`config.mk`:
```
export PLATFORM = sky130hd
export DESIGN_NAME = lift_call_panel
export DESIGN_NICKNAME = d
export VERILOG_FILES = /design/src/rtl/lift_call_panel.sv
export SDC_FILE = /design/constraint.sdc
export NUM_CORES = 1
export LEC_CHECK = 0
export ABC_CLOCK_PERIOD_IN_PS = 1600
export CORE_MARGIN = 1.5
export CORE_UTILIZATION = 49
export CTS_CLUSTER_DIAMETER = 120
export DETAILED_ROUTE_END_ITERATION = 12
export PLACE_DENSITY_LB_ADDON = 0.08
export SYNTH_ARGS = -nofsm -noshare
export SYNTH_HDL_FRONTEND = slang
export SYNTH_SLANG_ARGS = --single-unit
```
`constraint.sdc`:
```
create_clock -name clk -period 1.6 [get_ports clk]
set_input_delay 0.48 -clock clk [delete_from_list [all_inputs] [get_ports clk]]
set_output_delay 0.48 -clock clk [all_outputs]
set_load 0.05 [all_outputs]
```
`src/rtl/lift_call_panel.sv`:
```
// lift_call_panel: debounced floor-call latch with SCAN target selection and a valid/ack offer port.
// Define LIFT_PANEL_DEBOUNCE_EN to build the per-floor debounce counters; otherwise a press is the synchronized rising edge.
module lift_call_panel #(
    parameter int NUM_FLOORS = 4,
    parameter int FLOOR_W    = 2,
    parameter int DEB_CYCLES = 16
) (
    input  logic                  clk,
    input  logic                  res,
    input  logic [NUM_FLOORS-1:0] btn,
    input  logic [FLOOR_W-1:0]    cur_floor,
    input  logic                  req_ack,
    output logic                  req_valid,
    output logic [FLOOR_W-1:0]    req_floor,
    output logic [NUM_FLOORS-1:0] pending,
    output logic                  dir_up
);
    typedef enum logic [1:0] {IDLE, SELECT, OFFER} state_t;
    state_t state, state_nx;
    logic [NUM_FLOORS-1:0] sync1, sync2, lvl, lvl_q, press, clr;
    logic [FLOOR_W-1:0] up_f, dn_f, tgt;
    logic up_hit, dn_hit, here, dir_nx;

    always_ff @(posedge clk or negedge res)
        if (!res) begin
            sync1 <= '0;
            sync2 <= '0;
            lvl_q <= '0;
        end else begin
            sync1 <= btn;
            sync2 <= sync1;
            lvl_q <= lvl;
        end

`ifdef LIFT_PANEL_DEBOUNCE_EN
    localparam int CW = $clog2(DEB_CYCLES);
    localparam logic [CW-1:0] TOP = CW'(DEB_CYCLES - 1);
    logic [CW-1:0] cnt [NUM_FLOORS];

    // level rises only after the counter has saturated with the input still high
    always_ff @(posedge clk or negedge res)
        if (!res) begin
            for (int i = 0; i < NUM_FLOORS; i++) cnt[i] <= '0;
            lvl <= '0;
        end else
            for (int i = 0; i < NUM_FLOORS; i++) begin
                cnt[i] <= !sync2[i] ? '0 : (cnt[i] == TOP ? TOP : cnt[i] + 1'b1);
                lvl[i] <= sync2[i] && (lvl[i] || cnt[i] == TOP);
            end
`else
    assign lvl = sync2;
`endif

    assign press = lvl & ~lvl_q;

    always_comb begin
        up_hit = 1'b0;
        up_f   = '0;
        dn_hit = 1'b0;
        dn_f   = '0;
        for (int i = NUM_FLOORS - 1; i >= 0; i--)
            if (pending[i] && i > int'(cur_floor)) begin
                up_hit = 1'b1;
                up_f   = FLOOR_W'(i);
            end
        for (int i = 0; i < NUM_FLOORS; i++)
            if (pending[i] && i < int'(cur_floor)) begin
                dn_hit = 1'b1;
                dn_f   = FLOOR_W'(i);
            end
    end

    assign here   = int'(cur_floor) < NUM_FLOORS && pending[cur_floor];
    assign tgt    = here ? cur_floor : dir_up ? (up_hit ? up_f : dn_f) : (dn_hit ? dn_f : up_f);
    assign dir_nx = here ? dir_up : dir_up ? up_hit : !dn_hit;

    always_comb begin
        state_nx = state;
        clr      = '0;
        if (state == IDLE && |pending) state_nx = SELECT;
        if (state == SELECT) state_nx = OFFER;
        if (state == OFFER && req_ack) begin
            state_nx       = IDLE;
            clr[req_floor] = 1'b1;
        end
    end

    // a press in the same cycle as the ack clear wins
    always_ff @(posedge clk or negedge res)
        if (!res) begin
            state     <= IDLE;
            pending   <= '0;
            req_floor <= '0;
            dir_up    <= 1'b1;
        end else begin
            state   <= state_nx;
            pending <= (pending & ~clr) | press;
            if (state == SELECT) begin
                req_floor <= tgt;
                dir_up    <= dir_nx;
            end
        end

    assign req_valid = state == OFFER;
endmodule

```
==> results.sh <==
export IMPL_p_switching_uw=991
export IMPL_grt_pass1_wl_microns=2930
export IMPL_synth_area_leaders="dfrtp_1 55%, inv_1 4.5%, o21ai_0 3.9%, a21oi_1 3.3%, dfstp_2 2.9%"
export IMPL_layout_min_cycle_time_ps=1570
export IMPL_die_h_microns=46.1
export IMPL_async_flop_share_pct=100
export IMPL_synth_cells=85
export IMPL_crit_buf_inv=1
export IMPL_fin_setup_tns_ps=0
export IMPL_instances_no_fill=138
export IMPL_ios=17
export IMPL_finalMaxSlewViolations=0
export IMPL_clock_sinks=21
export IMPL_yosysMostFrequentCell="dfrtp_1"
export IMPL_start_util_pct=52.7
export IMPL_area_growth_pct=41.7
export IMPL_drt_total_wl_microns=1900
export IMPL_synth_flop_cell="dfrtp_1"
export IMPL_intPower_mw=1.40
export IMPL_core_sq_um=1730
export IMPL_die_area_sq_um=2120
export IMPL_vdd_drop_max_uv=1410
export IMPL_cp_arrival_ps=1090
export IMPL_vias=740
export IMPL_worst_setup_path_end_kind="output port"
export IMPL_syn_mean_instance_area_sq_um=10.7
export IMPL_critical_path_top_delay_family="flip-flops"
export IMPL_worst_pin_slew_ps=297
export IMPL_grt_total_usage_pct=21.1
export IMPL_slew_headroom_pct=80.1
export IMPL_top_layer_used="met4"
export IMPL_overflow=0
export IMPL_worstSkewPairLatency_ps=300
export IMPL_n_antenna_cell=0
export IMPL_rsz0062_at_grt="true"
export IMPL_slowest_stage="dfrtp_2"
export IMPL_drtIter0Drc=16
export IMPL_maxCapViolCount=0
export IMPL_cts_root_buf="clkbuf_4"
export IMPL_synth_top_area_share_pct=55.0
export IMPL_place_gp_congestion=0.843
export IMPL_p_leak_nw=0.604
export IMPL_path_clk_slew_ps=110
export IMPL_grt_pass1_vias=645
export IMPL_post_drt_wl_per_cell_microns=13.7
export IMPL_h_tree_depth=1
export IMPL_hpwl_microns=1360
export IMPL_firstDrtPassIters=4
export IMPL_route_met2_wl_microns=923
export IMPL_synth_seq_cells=21
export IMPL_synth_edff_count=0
export IMPL_clock_fmax_mhz=636
export IMPL_crit_chain="nor2b_4, buf_12"
export IMPL_fill_cells=124
export IMPL_synth_distinct_cells=31
export IMPL_numCtsBuffers=3
export IMPL_reg2reg_slack_ps=210
export IMPL_grt_max_degree=22
export IMPL_die_w_microns=46.1
export IMPL_cts_tree="done"
export IMPL_synthesis_area_sq_um=910
export IMPL_slowest_delay_ps=470
export IMPL_pwr_share_seq_pct=34.4
export IMPL_io_buffers=16
export IMPL_setup_viol=0
export IMPL_hold_viol=0
export IMPL_swShare_pct=41.4
export IMPL_avgViaCountPerCell=5.36
export IMPL_syn_nets=94
export IMPL_p_per_area_nw_per_um2=1860
export IMPL_num_rows=15
export IMPL_yosysTopAreaCell="dfrtp_1"
export IMPL_ys_seq_area_share_pct=57.9
export IMPL_nets=123
export IMPL_antenna_found_initial=0
export IMPL_path_class="flop to output port"
export IMPL_place_inst=131
export IMPL_share_comb_of_total_power_pct=55.3
export IMPL_wl_met1_microns=818
export IMPL_clockBufferDepth=2
export IMPL_yosys_warnings=0
export IMPL_drc=0
export IMPL_wl_met3_microns=82
export IMPL_status="finished, final reports clean"
export IMPL_antenna_left=0
export IMPL_crit_path_start_kind="flop"
export IMPL_finalCritPeriodShare_pct=98.2
export IMPL_worstPathRequired_ps=1120
export IMPL_netlist_top_cells_count="20 x dfrtp_1, 11 x inv_1, 7 x o21ai_0, 6 x a21oi_1, 4 x nand2_1"
export IMPL_path_max_fanout=5
export IMPL_skew_ps=1.41
export IMPL_hold_path_class="flop to flop"
export IMPL_power_frac_clock_pct=10.3
export IMPL_drive_gt1_share_pct=29.2
-- power groups by stage --
stage | Clock (mW) | Combinational, mW | Sequential [mW]
floorplan | 0 | 0.449 | 1.03
global placement | 0 | 1.25 | 0.822
detailed placement | 0 | 1.27 | 0.831
CTS | 0.255 | 1.28 | 0.826
global route | 0.269 | 1.41 | 0.840
finish | 0.246 | 1.33 | 0.823
-- cell families after synthesis --
group	Yosys count	synth area share, %
flops	21	57.9
compound gates	30	20.5
mux	3	4.81
buf+inv	16	7.84
simple gates	15	8.94
-- metal layers --
layer	global-route usage, %	vias up
met5	0	-
met4	16.6	0
met3	4.31	7
met2	31.1	25
met1	27.0	358
li1	-	350
-- sequential cells by signal, summed over array words and instances, names as in the netlist --
register / flops
lvl: 4
lvl_q: 4
pending: 4
sync1: 4
req_floor: 2
state: 2
dir_up: 1
-- cell type report --
type / count / area [sq um] / area share, %
Clock buffer: 4 / 26.3 / 2.04
Inverter: 11 / 41.3 / 3.20
Multi-Input combinational cell: 48 / 319 / 24.8
Sequential cell: 21 / 532 / 41.3
Tap cell: 25 / 31.3 / 2.43
Timing Repair Buffer: 29 / 339 / 26.3
-- final timing paths --
kind,from,endpoint,depth (start not counted)
hold / removal,sync1[2],lvl[2],0
setup reg to reg,pending[0],dir_up,4
min in group asynchronous,res,lvl_q[0],2
hold reg to reg,sync1[2],lvl[2],0
setup / recovery,state[0],req_valid,2
max in group asynchronous,res,dir_up,2
-- cell usage in the layout (no fill, tap or decap), drive strengths merged, types with 2 or more instances in the layout --
master	netlist	routed
buf	4	21
dfrtp	20	20
inv	11	11
o21ai	10	10
a21oi	6	6
clkdlybuf4s50	0	6
nand2	4	4
nor2	4	4
clkbuf	1	4
a21o	3	3
a31oi	3	3
o31ai	2	2
nand2b	2	2
-- through the flow --
stage | instance area [sq um] | worst slack [ps] | hold slack, ps | power [mW] | util [%]
finish | 1290 | 28.6 | 365 | 2.40 | 74.6
global route | 1290 | -9.76 | 377 | 2.52 | 74.6
CTS | 1260 | 14.3 | 367 | 2.36 | 73.1
detailed placement | 1230 | -387 | 338 | 2.10 | 71.4
global placement | 1230 | -353 | 344 | 2.08 | 71.4
floorplan | 916 | 27.3 | 184 | 1.47 | -
-- timing repair --
action                     CTS  global route
setup buffers                0             3
pin swaps                    1             1
resized for setup            2             2
setup endpoints to repair    4             3
hold buffers                 0             0
Note: power is estimated with default switching activity, not from simulation.
